## config.mk

```make
export PLATFORM = sky130hd
export DESIGN_NAME = gen_reduce_pipe_flat
export DESIGN_NICKNAME = d
export VERILOG_FILES = /design/src/rtl/gen_reduce_if.sv /design/src/rtl/gen_reduce_pipe.sv /design/src/flat_wrapper.sv
export SDC_FILE = /design/constraint.sdc
export NUM_CORES = 1
export LEC_CHECK = 0
export BUFFER_PORTS_ARGS = -buffer_cell sky130_fd_sc_hd__buf_2
export CORE_AREA = 3 3 40 42
export DETAILED_ROUTE_END_ITERATION = 7
export DIE_AREA = 0 0 43 45
export GPL_TIMING_DRIVEN = 0
export HOLD_SLACK_MARGIN = 0.05
export PLACE_DENSITY = 0.5
export SKIP_CTS_REPAIR_TIMING = 1
export SYNTH_ARGS = -nofsm -noshare
export SYNTH_HDL_FRONTEND = slang
export SYNTH_SLANG_ARGS = --single-unit
```

## constraint.sdc

```tcl
create_clock -name clk -period 0.9 [get_ports clk]
set_input_delay 0.27 -clock clk [delete_from_list [all_inputs] [get_ports clk]]
set_output_delay 0.27 -clock clk [all_outputs]
set_load 0.01 [all_outputs]
```

## src/rtl/gen_reduce_if.sv

```systemverilog
// gen_reduce_if: valid/ready input word and output bit channels for gen_reduce_pipe.
// out_count exists only when GEN_REDUCE_COUNT_EN is defined.
interface gen_reduce_if #(parameter int WIDTH = 16);
    logic             in_valid;
    logic             in_ready;
    logic [WIDTH-1:0] in_data;
    logic             out_valid;
    logic             out_ready;
    logic             out_bit;
`ifdef GEN_REDUCE_COUNT_EN
    logic [15:0]      out_count;
    modport master (output in_valid, in_data, out_ready, input in_ready, out_valid, out_bit, out_count);
    modport slave  (input in_valid, in_data, out_ready, output in_ready, out_valid, out_bit, out_count);
`else
    modport master (output in_valid, in_data, out_ready, input in_ready, out_valid, out_bit);
    modport slave  (input in_valid, in_data, out_ready, output in_ready, out_valid, out_bit);
`endif
endinterface

```

## src/rtl/gen_reduce_pipe.sv

```systemverilog
// gen_reduce_pipe: pipelined CHUNK-ary AND/OR/XOR reduction tree, one register stage per level.
// Defining GEN_REDUCE_COUNT_EN adds a 16-bit wrapping count of delivered results on out_count.
module gen_reduce_pipe #(
    parameter int WIDTH = 16,
    parameter int CHUNK = 4,
    parameter int OP    = 0
) (
    input  logic        clk,
    input  logic        rst,
    gen_reduce_if.slave bus
);
    function automatic int levels_of(input int w, input int c);
        int n = 0;
        while (w > 1) begin
            w = w / c;
            n++;
        end
        return n;
    endfunction
    localparam int LEVELS = levels_of(WIDTH, CHUNK);
    function automatic logic red(input logic [CHUNK-1:0] x);
        return OP == 1 ? |x : OP == 2 ? ^x : &x;
    endfunction
    logic [LEVELS:0] rdy;
    assign rdy[LEVELS] = bus.out_ready;
    for (genvar k = 0; k < LEVELS; k++) begin : lvl
        localparam int N = WIDTH / CHUNK**(k+1);
        logic [N*CHUNK-1:0] src;
        logic               src_v;
        logic [N-1:0]       nxt;
        logic [N-1:0]       q;
        logic               v;
        if (k == 0) begin : g_src
            assign src   = bus.in_data;
            assign src_v = bus.in_valid;
        end else begin : g_src
            assign src   = lvl[k-1].q;
            assign src_v = lvl[k-1].v;
        end
        for (genvar i = 0; i < N; i++) begin : node
            assign nxt[i] = red(src[i*CHUNK +: CHUNK]);
        end
        // An empty stage accepts even while everything downstream stalls, so bubbles collapse.
        assign rdy[k] = !v | rdy[k+1];
        always_ff @(posedge clk or posedge rst) begin
            if (rst) begin
                v <= 1'b0;
                q <= '0;
            end else if (rdy[k]) begin
                v <= src_v;
                if (src_v) q <= nxt;
            end
        end
    end
    assign bus.in_ready  = rdy[0];
    assign bus.out_valid = lvl[LEVELS-1].v;
    assign bus.out_bit   = lvl[LEVELS-1].q[0];
`ifdef GEN_REDUCE_COUNT_EN
    logic [15:0] cnt;
    always_ff @(posedge clk or posedge rst) begin
        if (rst) cnt <= '0;
        else if (lvl[LEVELS-1].v && bus.out_ready) cnt <= cnt + 16'd1;
    end
    assign bus.out_count = cnt;
`endif
endmodule

```

## src/flat_wrapper.sv

```systemverilog
// flat-port wrapper written by rule: the top's interface ports become plain ports
module gen_reduce_pipe_flat 
#(
    parameter int WIDTH = 16,
    parameter int CHUNK = 4,
    parameter int OP    = 0
)
  (clk, rst, bus_in_valid, bus_in_data, bus_out_ready, bus_in_ready, bus_out_valid, bus_out_bit);
  gen_reduce_if #(.WIDTH(WIDTH)) bus_i ();
  input  logic clk;
  input  logic rst;
  input wire logic [$bits(bus_i.in_valid)-1:0] bus_in_valid;
  input wire logic [$bits(bus_i.in_data)-1:0] bus_in_data;
  input wire logic [$bits(bus_i.out_ready)-1:0] bus_out_ready;
  output wire logic [$bits(bus_i.in_ready)-1:0] bus_in_ready;
  output wire logic [$bits(bus_i.out_valid)-1:0] bus_out_valid;
  output wire logic [$bits(bus_i.out_bit)-1:0] bus_out_bit;
  assign bus_i.in_valid = bus_in_valid;
  assign bus_i.in_data = bus_in_data;
  assign bus_i.out_ready = bus_out_ready;
  assign bus_in_ready = bus_i.in_ready;
  assign bus_out_valid = bus_i.out_valid;
  assign bus_out_bit = bus_i.out_bit;
  gen_reduce_pipe #(.WIDTH(WIDTH), .CHUNK(CHUNK), .OP(OP)) u_core (.clk(clk), .rst(rst), .bus(bus_i));
endmodule
```

==> results of run 1 <==
[worst paths after layout]
kind | from | endpoint | depth (start not counted)
setup / recovery | u_core.bus.out_valid$_DFFE_PP0P_ | bus_in_ready | 2
min in group asynchronous | rst | u_core.bus.out_bit$_DFFE_PP0P_ | 3
setup reg to reg | u_core.bus.out_valid$_DFFE_PP0P_ | u_core.lvl[0].q[2]$_DFFE_PP0P_ | 5
hold / removal | bus_in_data[5] | u_core.lvl[0].q[1]$_DFFE_PP0P_ | 3
hold reg to reg | u_core.lvl[0].q[1]$_DFFE_PP0P_ | u_core.lvl[0].q[1]$_DFFE_PP0P_ | 2
max in group asynchronous | rst | u_core.lvl[0].q[2]$_DFFE_PP0P_ | 3
[Yosys cell counts (all sizes together)]
| master | n |
|---|---|
| dfrtp | 7 |
| inv | 6 |
| mux2i | 5 |
| nand4 | 5 |
| nand2b | 3 |
| nand2 | 2 |
| nand3b | 1 |
[state kept, by name, summed over array words and instances, names as in the netlist]
register              count
u_core.bus.out_bit        1
u_core.bus.out_valid      1
u_core.lvl.q              4
u_core.lvl.v              1
[routing by layer]
layer,wire [um],vias up,GRT usage,share of wire
met5,0,-,0,0
met4,6,0,0.05422,0.0083
met3,82,2,0.03586,0.11
met2,367,16,0.1347,0.51
met1,267,138,0.08663,0.37
li1,-,156,-,-
[cell type report]
class / instances / area [um^2]
clock buffer: 4 / 26.28
inverter: 6 / 22.52
tap: 15 / 18.77
multi-input combinational: 16 / 143.9
sequential: 7 / 175.2
timing repair buffer: 26 / 152.6
fill: 128 / 745.7
[through the flow]
step | hold slack [ns] | worst slack, ns | area [um^2] | power, W | cells
detailed placement | 0.2183 | -0.06223 | 461.7 | 0.0004571 | 66
global route | 0.2766 | -0.3025 | 539.3 | 0.0008198 | 74
floorplan | 0.07340 | 0.001379 | 332.8 | 0.0003995 | 29
global placement | 0.2084 | -0.05849 | 461.7 | 0.0004533 | 66
CTS | -0.05168 | -0.2959 | 488.0 | 0.0007473 | 70
finish | 0.2771 | -0.2361 | 539.3 | 0.0007580 | 74
[kinds of logic after synthesis]
| kind of cell | after synthesis | share of synthesized area |
|---|---|---|
| flops | 7 | 0.5263 |
| simple gates | 11 | 0.2556 |
| mux | 5 | 0.1504 |
| buf+inv | 6 | 0.06766 |
[power groups by stage]
stage	Clock, W	Sequential, W	Combinational (W)
2_1_floorplan	0	0.000349	0.0000503
3_3_place_gp	0	0.000349	0.000104
3_5_place_dp	0	0.000350	0.000107
4_1_cts	0.000295	0.000345	0.000107
5_1_grt	0.000320	0.000347	0.000153
6_report	0.000276	0.000345	0.000137
[worst min-delay path, cell delays in order]
cell and delay [ns]:
buf_2 0.10, nand4_1 0.06, mux2i_1 0.06
==> results.md, run 1 <==
- Final hold violations: 0
- Starting Density: 0.2590
- Share of layout cells above drive strength 1: 0.5085
- Max-slew violations: 0
- Worst path arrival time: 0.87 ns
- CP startpoint kind: flip-flop
- Most common cell after layout, fill and taps aside: buf_2
- TNS Setup: -1.272 ns
- I/O Buffers: 22
- Actual slew at the worst max-slew pin: 0.2737 ns
- First-pass GRT wire length: 1.173 mm
- Rel. slew slack: 0.8173
- WP data required: 0.63 ns
- Buffers plus inverters on the worst setup path: 1
- Most frequent cells in the layout: buf_2 (21), dfrtp_1 (7), inv_1 (6)
- Failing checks: negative setup slack
- Number of CTS-inserted buffers: 3
- WL final: 723 um
- Final Core Density: 0.4197
- Critical path capture point type: output pin
- Sink Count: 7
- Drt pass-1 iters: 2
- CTS tree: yes
- Peak supply drop: 0.4978 mV
- Antenna viol nets, final: 0
- Clock network power share: 0.364
- Root buffer cell: clkbuf_4
- Status: finished, violations left
- YS warnings: 0
- Internal Power: 0.0005827 W
- Vias in the first global route: 308
- Die span in x: 43 um
- Final Cycle Share: 1.262
- Combinational power share: 0.181
- CP max stage delay: 0.41 ns
- Sw Ratio: 0.2313
- Core Box Area: 1285 um^2
- Largest net degree at the start of global routing: 8
- Syn nets: 49
- Post-synthesis cell type count: 8
- Lkg Pwr: 0.2902 nW
- Area contributors post-synth: dfrtp_1 (53%), mux2i_1 (15%), nand4_1 (9.4%)
- Htree depth: 1
- Syn avg cell area: 11.48 um^2
- Drt drc: 0
- Sequential share of the synthesized area: 0.5263
- Fin crit period: 1.136 ns
- Vias per std cell: 4.216
- DR vias: 312
- Die area: 1935 um^2
- Routed WL per cell: 9.770 um
- Critical Path Slowest Stage Cell: dfrtp_1
- Initial antenna violation count: 0
- Flop pwr share: 0.455
- IO Count: 23
- Cells after Synth: 29
- Max frequency: 880.2 MHz
- CP top delay family: flip-flops
- Max-cap check violation count: 0
- PwrDens: 1406 nW/um^2
- Fraction of synthesized cell area taken by the top area cell type: 0.5263
- Starting DRT DRC Count: 2
- Final GP Congestion: 0.6204
- Diodes inserted: 0
- PnR worst setup slack: -0.2361 ns
- Clock Latency Late Sink: 0.24 ns
- Hold crit path type: input pin to flip-flop
- Rows: 13
- Crit path max fanout: 3
- Cell taking the most area after synthesis: dfrtp_1
- Synth Cell Area: 332.8 um^2
- Die Ht: 45 um
- GRT Util Overall: 0.08235
- Final #Nets: 80
- Synth-to-Final Area Change: 62.03%
- Number of synthesized register bits: 7
- CP Class: flip-flop to output pin
- Total grt overflow: 0
- Reg2Reg Setup Slack: -0.19 ns
- RSZ-0062 raised after global routing: true
- Worst-path clk slew: 0.05 ns
- Psw: 0.0001753 W
- Clk buf depth: 2
- Final setup vio count: 7
- Clock skew: 0.0006043 ns
- CP cell instances: nand3b_4 -> buf_6
Note: power is estimated with default switching activity, not from simulation.
==> inputs of run 2 (changes only) <==
SETUP_SLACK_MARGIN = 0.3   (was unset)
==> run 2 against run 1 <==
The run ends with negative hold slack, negative setup slack left; sequential power hardly changed; combinational power increased by 9%; critical path depth did not move; register-to-register slack about the same; maximum frequency fell by 0.44%; worst hold slack worse by 0.34 ns; global-route usage is 0.83 points higher; first-iteration DRC count fell by 100%; clock power rose by 4%; total power increased by 3.1%; largest power group unchanged.
==> results.md, run 2 (same netlist as run 1, synthesis figures left out) <==
- Hold crit path type: input pin to async pin
- Die Ht: 45 um
- Failing checks: negative hold slack, negative setup slack
- Peak supply drop: 0.8544 mV
- Core Box Area: 1285 um^2
- Design Area, Final: 559.3 um^2
- Final setup vio count: 8
- Die span in x: 43 um
- Area after DPL: 461.7 um^2
- Final hold violations: 7
- Clock skew: 0.002731 ns
- Critical path capture point type: output pin
- Buffers plus inverters on the worst setup path: 1
- Sw Ratio: 0.2431
- Flop pwr share: 0.440
- Actual slew at the worst max-slew pin: 0.2872 ns
- Finished Layout Cells: 76
- CP cell instances: nand3b_4 -> buf_6
- Worst Reg-to-Reg Cells: 5
- Crit Reg-Reg Startpoint: u_core.bus.out_valid$_DFFE_PP0P_
- IO Count: 23
- First-pass GRT wire length: 1.283 mm
- WHS: -0.05864 ns
- Critical Path Slowest Stage Cell: dfrtp_1
- Worst path arrival time: 0.87 ns
- Status: finished, violations left
- Most common cell after layout, fill and taps aside: buf_2
- WL final: 763 um
- Htree depth: 1
- Max-slew violations: 0
- CP Class: flip-flop to output pin
- Final #Nets: 82
- Final Cycle Share: 1.268
- Fin crit period: 1.141 ns
- PwrDens: 1398 nW/um^2
- Synth-to-Final Area Change: 68.05%
- Largest net degree at the start of global routing: 8
- Rows: 13
- CP startpoint kind: flip-flop
- Clk buf depth: 2
- Clock network power share: 0.369
- Drt drc: 0
- Antenna viol nets, final: 0
- GRT Util Overall: 0.09068
- Pre-CTS setup slack: -0.06226 ns
- Psw: 0.0001900 W
- Initial antenna violation count: 0
- Placed insts: 66
- Drt pass-1 iters: 1
- I/O Buffers: 22
- Vias per std cell: 4.263
- Combinational power share: 0.191
- Die area: 1935 um^2
- DR vias: 324
- Worst-path clk slew: 0.05 ns
- FF-to-FF End: u_core.lvl[0].q[2]$_DFFE_PP0P_
- WP data required: 0.63 ns
- Max frequency: 876.3 MHz
- Sink Count: 7
- Number of CTS-inserted buffers: 3
- Vias in the first global route: 320
- Total grt overflow: 0
- Starting DRT DRC Count: 0
- Final Core Density: 0.4352
- Routed WL per cell: 10.04 um
- Rel. slew slack: 0.8083
- Internal Power: 0.0005917 W
- RSZ-0062 raised after global routing: true
- Max reg flops: 4
- Lkg Pwr: 0.3066 nW
- CP top delay family: flip-flops
- Diodes inserted: 0
- PnR worst setup slack: -0.2412 ns
- Most frequent cells in the layout: buf_2 (21), dfrtp_1 (7), inv_1 (6)
- Share of layout cells above drive strength 1: 0.5574
- Max-cap check violation count: 0
- Final GP Congestion: 0.6205
- Starting Density: 0.2590
- CTS tree: yes
- Crit path max fanout: 3
- Reg2Reg Setup Slack: -0.19 ns
- Root buffer cell: clkbuf_4
- Biggest register: u_core.lvl.q
- CP max stage delay: 0.40 ns
- Clock Latency Late Sink: 0.25 ns
- Number of fill cells in the layout: 122
-- run 2: changes by cell type in the layout (fill, tap and decap cells not counted) --
cell	previous run	this run
buf_4	2	5
nand2b_4	0	1
dlygate4sd3_1	1	0
nand2b_1	3	2
-- run 2: routing by layer --
metal  wire length (um)  GRT usage  part of all wire  vias up
li1                   -          -                 -      161
met1                271    0.09383              0.36      145
met2                401     0.1437              0.53       18
met3                 90    0.06375              0.12        0
met4                  0    0.03614                 0        0
met5                  0          0                 0        -
-- run 2: layout make-up --
cell class	count	area, um^2	share of cell area
Clock buffer	4	26.28	0.04698
Inverter	6	22.52	0.04027
Multi-Input combinational cell	16	151.4	0.2707
Timing Repair Buffer	28	165.2	0.2953
Sequential cell	7	175.2	0.3132
Tap cell	15	18.77	0.03356
-- run 2: per-stage QoR --
step | total power (W) | hold WS (ns) | setup TNS, ns
3_3_place_gp | 0.0004533 | 0.2084 | -0.05862
2_1_floorplan | 0.0003995 | 0.07340 | 0
3_5_place_dp | 0.0004562 | 0.2177 | -0.1196
6_report | 0.0007817 | -0.05864 | -1.314
5_1_grt | 0.0008328 | -0.04064 | -1.779
4_1_cts | 0.0007623 | -0.06389 | -0.6706
-- run 2: worst register-to-register path, delay by kind of cell (launching register included) --
kind / cells / cell delay, ns
buffers and inverters: 2 / 0.26
DFF: 1 / 0.40
muxes: 1 / 0.18
and+or+nand+nor: 2 / 0.17
-- run 2: how the worst max path moves through the flow --
stage                                          start                             end  slack (ns)  cells past startpoint
floorplan           u_core.bus.out_valid$_DFFE_PP0P_  u_core.lvl[0].q[0]$_DFFE_PP0P_       0.001                      3
global placement                       bus_out_ready                    bus_in_ready       -0.06                      3
detailed placement                     bus_out_ready                    bus_in_ready       -0.06                      3
CTS                 u_core.bus.out_valid$_DFFE_PP0P_                    bus_in_ready       -0.31                      2
global route        u_core.bus.out_valid$_DFFE_PP0P_                    bus_in_ready       -0.28                      2
finish              u_core.bus.out_valid$_DFFE_PP0P_                    bus_in_ready       -0.24                      2
-- run 2: power groups by stage --
stage | Combinational (W) | Sequential (W) | Clock, W
finish | 0.000149 | 0.000344 | 0.000288
global route | 0.000167 | 0.000347 | 0.000319
CTS | 0.000107 | 0.000345 | 0.000311
detailed placement | 0.000106 | 0.000350 | 0
global placement | 0.000104 | 0.000349 | 0
floorplan | 0.0000503 | 0.000349 | 0
==> inputs of run 3 (changes only) <==
ABC_AREA = 1   (was unset)
PLACE_DENSITY = 0.51   (was 0.5)
==> run 3 against run 2 <==
The flow still finishes with violations (negative hold slack, negative setup slack); synthesized cell count grew 55%; critical path depth unchanged; combinational power grew 7%; final cell count grew 17%; clock-buffer cell count unchanged; total power rose by 2.2%; largest power group unchanged.
==> results.md, run 3 <==
- Synth-to-Final Area Change: 53.99%
- GRT Util Overall: 0.09121
- Post-synth EDFFs: 0
- Final hold violations: 7
- Met1 GRT Util: 0.1051
- Area contributors post-synth: dfrtp_1 (51%), nand2_1 (26%), nand3_1 (7.2%)
- First-pass GRT wire length: 1.269 mm
- Failing checks: negative hold slack, negative setup slack
- M2 GR Usage: 0.1347
- CTS tree: yes
- Global routing's busiest layer: met2
- Clk buf depth: 2
- Crit path max fanout: 3
- I/O Buffers: 22
- Max-slew violations: 0
- Ys async rst share: 1.000
- Rel. slew slack: 0.8188
- Pre-CTS setup slack: -0.1330 ns
- Buffers plus inverters on the worst setup path: 1
- Antenna viol nets, final: 0
- Multi-input gate area: 165.2 um^2
- Number of fill cells in the layout: 141
- Vias per std cell: 4.191
- Peak supply drop: 0.4285 mV
- Final #Nets: 95
- IO Count: 23
- Starting Density: 0.2687
- Most frequent cell after synthesis: nand2_1
- CP top delay family: flip-flops
- Number of synthesized register bits: 7
- Area after DPL: 474.2 um^2
- Cells after Synth: 45
- Post-synthesis cell type count: 7
- Largest net degree at the start of global routing: 8
- Worst-path clk slew: 0.05 ns
- Top post-synthesis cells by count: nand2_1 (24), dfrtp_1 (7), nand3_1 (5), nor2_1 (5), inv_1 (2)
- Syn avg cell area: 7.674 um^2
- Total grt overflow: 0
- Starting DRT DRC Count: 4
- Share of layout cells above drive strength 1: 0.4189
- Die Ht: 45 um
- Critical Path Slowest Stage Cell: dfrtp_1
- PnR worst setup slack: -0.2271 ns
- Die span in x: 43 um
- Core Box Area: 1285 um^2
- Actual slew at the worst max-slew pin: 0.2715 ns
- YS warnings: 0
- Main synth FF type: dfrtp_1
- Die area: 1935 um^2
- Worst path arrival time: 0.86 ns
- Status: finished, violations left
- XOR/XNOR share of the synthesized area: 0
- Max reg flops: 4
- Synth Area in Compound Gates: 0
- Sequential share of the synthesized area: 0.5072
- Critical path capture point type: output pin
- Final Cycle Share: 1.252
- Most frequent cells in the layout: nand2_1 (23), buf_2 (21), dfrtp_1 (7)
- DR vias: 373
- Lkg Pwr: 0.3087 nW
- WHS: -0.05218 ns
- Fraction of synthesized cell area taken by the top area cell type: 0.5072
- Fin crit period: 1.127 ns
- Final setup vio count: 7
- CP Class: flip-flop to output pin
- Diodes inserted: 0
- Most common cell after layout, fill and taps aside: nand2_1
- CP startpoint kind: flip-flop
- WP data required: 0.63 ns
- Fraction of synthesized area in multiplexers: 0
- PwrDens: 1503 nW/um^2
- Syn nets: 65
- Max-cap check violation count: 0
- Vias in the first global route: 338
- Synth Cell Area: 345.3 um^2
- Root buffer cell: clkbuf_4
- Final GP Congestion: 0.6884
- Synth Area in Simple Gates: 0.4710
- Htree depth: 1
- DPL Wire Length: 604.2 um
- Max frequency: 887.2 MHz
- Clock Latency Late Sink: 0.24 ns
- Number of CTS-inserted buffers: 3
- Clock skew: 0.002329 ns
- Met3 GRT Util: 0.03586
- CP cell instances: nand3_4 -> buf_6
- WL final: 738 um
- Cell taking the most area after synthesis: dfrtp_1
- CP max stage delay: 0.40 ns
- Sink Count: 7
- Routed WL per cell: 8.292 um
- Drt pass-1 iters: 2
- RSZ-0062 raised after global routing: true
- Design Area, Final: 531.8 um^2
- Rows: 13
- Hold crit path type: input pin to async pin
- Biggest register: u_core.lvl.q
- Largest family of logic cells by synthesized area: simple AND/OR/NAND/NOR gates
- Tot Pwr: 0.0007991 W
- Initial antenna violation count: 0
- Synth Area in Adders: 0
- Drt drc: 0
- FF+latch area: 175.2 um^2
run 3: cell types whose count changed in the layout (fill, tap and decap cells not counted), sizes merged:
cell    previous run  this run
buf               28        25
inv                6         2
mux2i              5         0
nand2              2        25
nand2b             3         0
nand3              0         6
nand3b             1         0
nand4              5         0
nor2               0         5
run 3: metrics by stage:
stage	setup TNS, ns	utilization	std cells
6_report	-0.6682	0.4138	89
5_1_grt	-1.124	0.4138	89
4_1_cts	-0.6631	0.3895	86
3_5_place_dp	-0.1330	0.3690	82
3_3_place_gp	-0.1262	0.3690	82
2_1_floorplan	0	-	45
run 3: area by class of cell:
| class | instances | area share |
|---|---|---|
| clock buffer | 4 | 0.04941 |
| timing repair buffer | 25 | 0.2612 |
| inverter | 2 | 0.01412 |
| tap | 15 | 0.03529 |
| sequential | 7 | 0.3294 |
| multi-input combinational | 36 | 0.3106 |
run 3: path summary, 6_finish.rpt:
path	slack (ns)	cells after the start	from	endpoint
min reg2reg	0.47	2	u_core.lvl[0].q[1]$_DFFE_PP0P_	u_core.lvl[0].q[1]$_DFFE_PP0P_
max reg2reg	-0.05	5	u_core.lvl[0].v$_DFFE_PP0P_	u_core.lvl[0].q[2]$_DFFE_PP0P_
min in group clk	0.33	3	bus_in_valid	u_core.lvl[0].q[1]$_DFFE_PP0P_
max	-0.23	2	u_core.lvl[0].v$_DFFE_PP0P_	bus_in_ready
min	-0.05	2	rst	u_core.lvl[0].v$_DFFE_PP0P_
max in group asynchronous	0.74	2	rst	u_core.lvl[0].q[2]$_DFFE_PP0P_
run 3: kinds of logic (layout without fill, tap and decap cells):
| logic type | after synthesis | in the layout |
|---|---|---|
| flops | 7 | 7 |
| simple gates | 36 | 36 |
| buf+inv | 2 | 31 |
run 3: per-layer routing:
layer,vias up,wire [um]
li1,198,-
met5,-,0
met4,0,0
met1,152,308
met3,0,100
met2,23,328
run 3: power by group:
part	switching, W	internal, W
Combinational	0.0000765	0.0000833
Clock	0.000109	0.000169
Sequential	0.0000222	0.000339
Total	0.000208	0.000591
